===== config.mk =====
export PLATFORM = sky130hd
export DESIGN_NAME = seg_serial_tx
export DESIGN_NICKNAME = d
export VERILOG_FILES = /design/src/rtl/seg_serial_tx.sv
export SDC_FILE = /design/constraint.sdc
export NUM_CORES = 1
export LEC_CHECK = 0
export CORE_MARGIN = 2
export CORE_UTILIZATION = 40
export DETAILED_ROUTE_END_ITERATION = 6
export GPL_TIMING_DRIVEN = 0
export SLEW_MARGIN = 15
export SYNTH_ARGS = -nofsm -noshare
export SYNTH_HDL_FRONTEND = slang
export SYNTH_SLANG_ARGS = --single-unit

===== constraint.sdc =====
create_clock -name clk -period 3.8 [get_ports clk]
set_input_delay 0.76 -clock clk [delete_from_list [all_inputs] [get_ports clk]]
set_output_delay 0.76 -clock clk [all_outputs]
set_load 0.05 [all_outputs]

===== src/rtl/seg_serial_tx.sv =====
// Serial transmitter for the segment-pattern frame. Shifts the frame
// MSB-first out on sclk/sdat into cascaded 595-style shift registers, then
// pulses slatch to transfer the frame to their output registers.
module seg_serial_tx #(
    parameter int DATA_W = 64,
    parameter int DIV    = 2
) (
    input  logic              clk,
    input  logic              rst,
    input  logic              start,
    input  logic [DATA_W-1:0] seg_data,
    output logic              busy,
    output logic              done,
    output logic              sclk,
    output logic              sdat,
    output logic              slatch
);

    localparam int DCW = (DIV > 1) ? $clog2(DIV) : 1;
    localparam int BCW = (DATA_W > 1) ? $clog2(DATA_W) : 1;
    localparam logic [DCW-1:0] DIV_LAST = DCW'(DIV - 1);
    localparam logic [BCW-1:0] BIT_LAST = BCW'(DATA_W - 1);

    typedef enum logic [2:0] {
        IDLE,
        SHIFT_LO,
        SHIFT_HI,
        LATCH,
        DONE
    } state_t;

    state_t            state, state_nx;
    logic [DATA_W-1:0] shreg, shreg_nx;
    logic [BCW-1:0]    bit_cnt, bit_cnt_nx;
    logic [DCW-1:0]    div_cnt, div_cnt_nx;
    logic              busy_nx, done_nx, sclk_nx, sdat_nx, slatch_nx;
    logic              div_last;

    assign div_last = (div_cnt == DIV_LAST);

    // State, counters, shift register and all outputs are registered here.
    always_ff @(posedge clk) begin
        if (rst) begin
            state   <= IDLE;
            shreg   <= '0;
            bit_cnt <= '0;
            div_cnt <= '0;
            busy    <= 1'b0;
            done    <= 1'b0;
            sclk    <= 1'b0;
            sdat    <= 1'b0;
            slatch  <= 1'b0;
        end else begin
            state   <= state_nx;
            shreg   <= shreg_nx;
            bit_cnt <= bit_cnt_nx;
            div_cnt <= div_cnt_nx;
            busy    <= busy_nx;
            done    <= done_nx;
            sclk    <= sclk_nx;
            sdat    <= sdat_nx;
            slatch  <= slatch_nx;
        end
    end

    // Next-state and next-output logic; everything holds unless changed,
    // except done which is a single-cycle pulse.
    always_comb begin
        state_nx   = state;
        shreg_nx   = shreg;
        bit_cnt_nx = bit_cnt;
        div_cnt_nx = div_cnt;
        busy_nx    = busy;
        done_nx    = 1'b0;
        sclk_nx    = sclk;
        sdat_nx    = sdat;
        slatch_nx  = slatch;

        case (state)
            IDLE: begin
                if (start) begin
                    shreg_nx   = seg_data;
                    sdat_nx    = seg_data[DATA_W-1];
                    busy_nx    = 1'b1;
                    bit_cnt_nx = '0;
                    div_cnt_nx = '0;
                    state_nx   = SHIFT_LO;
                end
            end

            SHIFT_LO: begin
                if (div_last) begin
                    sclk_nx    = 1'b1;
                    div_cnt_nx = '0;
                    state_nx   = SHIFT_HI;
                end else begin
                    div_cnt_nx = div_cnt + DCW'(1);
                end
            end

            SHIFT_HI: begin
                if (div_last) begin
                    // Falling sclk edge: the only place sdat is allowed to move.
                    sclk_nx    = 1'b0;
                    div_cnt_nx = '0;
                    if (bit_cnt == BIT_LAST) begin
                        slatch_nx = 1'b1;
                        state_nx  = LATCH;
                    end else begin
                        shreg_nx   = shreg << 1;
                        sdat_nx    = shreg[DATA_W-2];
                        bit_cnt_nx = bit_cnt + BCW'(1);
                        state_nx   = SHIFT_LO;
                    end
                end else begin
                    div_cnt_nx = div_cnt + DCW'(1);
                end
            end

            LATCH: begin
                if (div_last) begin
                    slatch_nx  = 1'b0;
                    busy_nx    = 1'b0;
                    done_nx    = 1'b1;
                    div_cnt_nx = '0;
                    state_nx   = DONE;
                end else begin
                    div_cnt_nx = div_cnt + DCW'(1);
                end
            end

            DONE: begin
                // start is deliberately not looked at here.
                state_nx = IDLE;
            end

            default: begin
                state_nx = IDLE;
            end
        endcase
    end

endmodule

==> results of run 1 <==
[layer usage]
layer	up-vias	GRT usage
met1	1474	0.248
met5	-	0
met2	68	0.277
met4	0	0.0677
li1	1585	-
met3	9	0.0274
[cell usage in the layout, fill, tap and decap left out, drive strengths merged, types with 9 or more instances in the layout]
cell type | synthesis | routed
a211oi | 63 | 63
a21oi | 69 | 69
buf | 26 | 26
clkbuf | 15 | 26
clkdlybuf4s50 | 0 | 70
dfxtp | 78 | 78
mux2i | 64 | 64
nand2 | 9 | 9
nor2 | 11 | 11
[layout make-up]
class                           instances  area share
Buffer                                 41      0.0463
Clock buffer                           11      0.0288
Clock inverter                          5      0.0120
Inverter                                1    0.000764
Multi-Input combinational cell        256       0.419
Sequential cell                        78       0.318
Tap cell                              129      0.0328
Timing Repair Buffer                   70       0.143
[worst reg2reg max path, cell delays in order (launching register included)]
cell and delay, ns:
dfxtp_1 0.34, ha_1 0.25, and3_1 0.22, nand4_1 0.13, buf_4 0.20, clkbuf_1 0.39
a21oi_1 0.15, a211oi_2 0.21
[how the worst max path moves through the flow]
stage	cells after the start	from	endpoint
floorplan	4	rst	shreg[1]
finish	1	sclk	sclk
CTS	1	sclk	sclk
global placement	7	start	shreg[58]
global route	7	start	shreg[28]
detailed placement	7	start	shreg[49]
[power breakdown]
group | internal [mW] | leakage, nW | switching (mW)
clock | 0.322 | 0.0955 | 0.318
sequential | 0.915 | 0.644 | 0.0496
combinational | 0.260 | 0.889 | 0.275
total | 1.50 | 1.63 | 0.643
[cells by family after synthesis]
kind of cell | after synthesis | share of synthesized area
AOI/OAI and AO/OA | 150 | 0.309
xor gates and xnor gates | 1 | 0.00227
adders and majority gates | 1 | 0.00325
buffers and inverters | 42 | 0.0601
DFF | 78 | 0.405
muxes | 64 | 0.166
and+or+nand+nor | 40 | 0.0539
==> results.md, run 1 <==
- Outcome: completed
- Setup TNS Final: 0 ns
- Crit-path max FO: 3
- Synthesized instance count: 376
- Max reg flops: 63
- RR Startpoint: bit_cnt[0]
- Static leakage: ~1.6 nW
- Asr flop ratio synth: 0
- Worst Setup End Kind: output port
- Register area share after synthesis: 0.405
- Vias in the first global route: roughly 3,000
- All-Layer GR Usage: 0.177
- DR DRC count: 0
- Setup slack after layout: approximately 1.5 ns
- Drt first pass iters: 4
- Data required, critical path: 3.04 ns
- Main synth FF type: dfxtp_1
- Die area: 10,400 um^2
- Antenna violations before repair: 0
- Final ANT Viol Nets: 0
- Yosys warns: 0
- Total grt overflow: 0
- Htree depth: 3
- Root Buffer: clkbuf_8
- Avg WL per Cell: about 15 um
- Net count reported at finish: approximately 530
- Total Routed Length: 8950 um
- Non-filler instance count after layout: between 500 and 600
- Slowest CP cell: clkdlybuf4s50_1
- Vias: approximately 3,100
- Initial Utilization: 0.415
- Maximum capacitance violations: 0
- Achievable Freq: between 400 and 500 MHz
- Layout cells sized above 1: 0.197
- Area taken by multi-input logic gates: slightly above 2000 um^2
- WHS Path Cells: 2
- Final worst-path cycle share: 0.597
- # fillers: 893
- Worst EP arrival: around 1.5 ns
- Top cell family by delay on the critical path: buffers and inverters
- Max Root-Sink Buffers: 2
- Clock sink count: approximately 80
- Area after DPL: around 4700 um^2
- Die Y: a little over 100 um
- Post-route cell area: around 4900 um^2
- N_diodes: 0
- Pwr Total: between 2 and 2.5 mW
- Final core utilization: 0.529
- Top-area cell type share of the netlist area: 0.405
- DR vias/cell: ~5.3
- Largest Register: shreg
- Endpoint, Worst Hold: shreg[0]
- Storage cell area: between 1500 and 2000 um^2
- Largest net degree at the start of global routing: 14
- Core Region: 9280 um^2
- Clk_lat worst skew: between 0.3 and 0.4 ns
- Crit path launch type: flip-flop
- Minimum clock period: 2.27 ns
- WHS: between 0.4 and 0.5 ns
- CTS tree: built
- Syn Area/Cell: between 10 and 15 um^2
- Largest cells by area after synthesis: dfxtp_1 (41%), mux2i_1 (17%), a211oi_2 (16%), a21oi_1 (9.0%), a211oi_1 (2.9%)
- Min-delay worst type: flip-flop to flip-flop
- Max IR drop VDD: 0.179 mV
- Top layer in use: met4
- Top flop regs: shreg x63, bit_cnt x6, state x3
- Pin slew with the least headroom to its limit: 0.712 ns
- Cell Pwr Density: between 400 and 500 nW/um^2
- Reg2Reg Depth: 7
- Clk_skew: approximately 0.016 ns
- Worst r2r dst: shreg[49]
- Worst-path clk slew: 0.08 ns
- Max_slew headroom: 0.525
- Final setup viols: 0
- Buf/Inv on CP: 1
- DRT iter0 DRCs: 83
- # resized after CTS: 0
- Syn Std Cell Area: between 3000 and 4000 um^2
- First-pass GRT wire length: approximately 15,000 um
- CP cell instances: clkdlybuf4s50_1
- Synth area leader: dfxtp_1
- Cell variety after synth: 37
- M1 WL: about 4500 um
- EDFF count, synth: 0
- Reg2reg setup slack: between 1.5 and 2 ns
- Synth Register Bits: 78
- Total CTS buffers: 9
- IO Pins: 72
- Hold Crit Start: shreg[0]
- WS Path Type: flip-flop to output port
- Top-count cell post-synth: dfxtp_1
- Pins over their slew limit: 0
- Routability cong.: 0.751
- Post-synthesis net count: 444
- Die Width: a little over 100 um
- Post-synth top cells: dfxtp_1 (78), a21oi_1 (69), mux2i_1 (64)
- Routed length on met3: about 400 um
- Area delta synth->final: 27.6%
- Crit-path max cell delay: between 0.8 and 0.9 ns
- Row count: 35
- Cell total after placement: 575
- IO buf count: 70
- Met2 wire length: between 3000 and 4000 um
- RSZ-0062 raised after global routing: no
- Dpl hpwl: between 6000 and 7000 um
- Post-CTS Repair Setup Buffers: 0
- Hold_buf cts: 0
- Final hold violations: 0
- Setup Slack @ Placement: approximately 1.2 ns
Power figures use the tool's default switching activity.
==> run 2: changes to the inputs <==
Settings changed: PLACE_DENSITY set to 0.66.
Clock period 3.8 ns to 2 ns, I/O delays scaled along.
==> results.md, run 2 (synthesis results as in run 1) <==
- Worst-path clk slew: 0.08 ns (about the same)
- Vias: 3,144 (+0.26%)
- Area after DPL: 4710 um^2 (unchanged)
- Area delta synth->final: 27.7%
- Outcome: completed
- Buf/Inv on CP: 1 (unchanged)
- Die Width: 102 um (unchanged)
- Crit-path max cell delay: 0.81 ns (about the same)
- Setup slack after layout: 0.110 ns (-1.42 ns)
- Final ANT Viol Nets: 0 (unchanged)
- WS Path Type: flip-flop to output port
- Initial Utilization: 0.415 (unchanged)
- Antenna violations before repair: 0 (unchanged)
- Hold Crit Start: shreg[0]
- All-Layer GR Usage: 0.169 (-0.00785)
- CTS tree: built
- DR vias/cell: 5.32 (+0.26%)
- Post-CTS Repair Setup Buffers: 0 (unchanged)
- Crit path launch type: flip-flop
- Minimum clock period: 1.89 ns
- Cell Pwr Density: 823 nW/um^2 (+89%)
- Maximum capacitance violations: 0 (unchanged)
- First-pass GRT wire length: 14,300 um (-2.8%)
- Hold_buf cts: 0 (unchanged)
- Most frequent cells in the layout: dfxtp_1 (78), clkdlybuf4s50_1 (70), a21oi_1 (69)
- Total CTS buffers: 9 (unchanged)
- IO Pins: 72 (unchanged)
- Cell total after placement: 575 (unchanged)
- Htree depth: 3 (unchanged)
- Reg2Reg Depth: 7 (unchanged)
- Min-delay worst type: flip-flop to flip-flop
- Clk_lat worst skew: 0.34 ns (about the same)
- Clk_skew: 0.0177 ns (+0.00207 ns)
- Achievable Freq: around 530 MHz
- Max reg flops: 63 (unchanged)
- Total Routed Length: 8750 um (-2.3%)
- Final worst-path cycle share: 0.945
- Setup TNS Final: 0 ns (unchanged)
- Worst Setup End Kind: output port
- Largest net degree at the start of global routing: 14 (unchanged)
- IO buf count: 70 (unchanged)
- Top flop regs: shreg x63, bit_cnt x6, state x3
- CP cell instances: clkdlybuf4s50_1
- Reg2reg setup slack: 0.20 ns (-1.64 ns)
- Max Root-Sink Buffers: 2 (unchanged)
- Final hold violations: 0 (unchanged)
- Most common cell after layout, fill and taps aside: dfxtp_1
- Dpl hpwl: 6230 um (+0.90%)
- Net count reported at finish: 525 (unchanged)
- Pins over their slew limit: 0 (unchanged)
- Die Y: 102 um (unchanged)
- Row count: 35 (unchanged)
- Core Region: 9280 um^2 (unchanged)
- RR Startpoint: bit_cnt[0]
- Total grt overflow: 0 (unchanged)
- Vias in the first global route: 3,091 (+0.49%)
- Pin slew with the least headroom to its limit: 0.710 ns (-0.00196 ns)
- Setup Slack @ Placement: -0.240 ns (-1.43 ns)
- Non-filler instance count after layout: 591 (unchanged)
- Post-route cell area: 4920 um^2 (+0.10%)
- RSZ-0062 raised after global routing: no
- Endpoint, Worst Hold: shreg[0]
- Static leakage: 1.64 nW (+0.61%)
- Pwr Total: 4.05 mW (+89%)
- WHS: 0.471 ns (+0.00424 ns)
- Worst r2r dst: shreg[43]
- Max_slew headroom: 0.527 (+0.00131)
- N_diodes: 0 (unchanged)
- Max IR drop VDD: 0.358 mV (+100%)
- DRT iter0 DRCs: 127 (+53%)
- Drt first pass iters: 6 (+2)
- Clock sink count: 78 (unchanged)
- Data required, critical path: 1.60 ns (-1.44 ns)
- Die area: 10,400 um^2 (unchanged)
- Final core utilization: 0.530 (+0.000539)
- Largest Register: shreg
- Final setup viols: 0 (unchanged)
- Crit-path max FO: 3 (unchanged)
- Routability cong.: 0.764 (+1.6%)
- WHS Path Cells: 2 (unchanged)
- Avg WL per Cell: 14.8 um (-2.3%)
- # resized after CTS: 0 (unchanged)
- Layout cells sized above 1: 0.206 (+0.00866)
- Worst EP arrival: 1.49 ns (-0.02 ns)
- DR DRC count: 0 (unchanged)
- Root Buffer: clkbuf_8
- Top cell family by delay on the critical path: buffers and inverters
- Slowest CP cell: clkdlybuf4s50_1
-- run 2: worst max-delay path by stage --
stage / to / startpoint / slack (ns) / cells past startpoint
final: sclk / sclk / 0.11 / 1
after global placement: shreg[61] / start / -0.22 / 7
after global routing: shreg[53] / start / 0.05 / 8
after CTS: shreg[53] / bit_cnt[0] / 0.04 / 7
after floorplan: sdat / bit_cnt[0] / 0.36 / 7
after detailed placement: shreg[53] / start / -0.24 / 7
-- run 2: report_power, final --
group	internal (mW)	total (mW)	switching, mW	leakage, nW
logic	0.494	1.02	0.523	0.899
registers	1.74	1.84	0.0967	0.644
clock network	0.612	1.20	0.583	0.0955
-- run 2: per-layer routing --
metal	part of all wire	GRT usage
met2	0.47	0.280
met4	0.0048	0.0369
met1	0.47	0.226
met3	0.050	0.0404
met5	0	0
-- run 2: cell type report --
type                       instances  area [um^2]
clock buffer                      11          141
inverter                           1         3.75
fill                             872         4370
multi-input combinational        256         2060
buffer                            41          233
timing repair buffer              70          701
sequential                        78         1560
clock inverter                     5         58.8
tap                              129          161
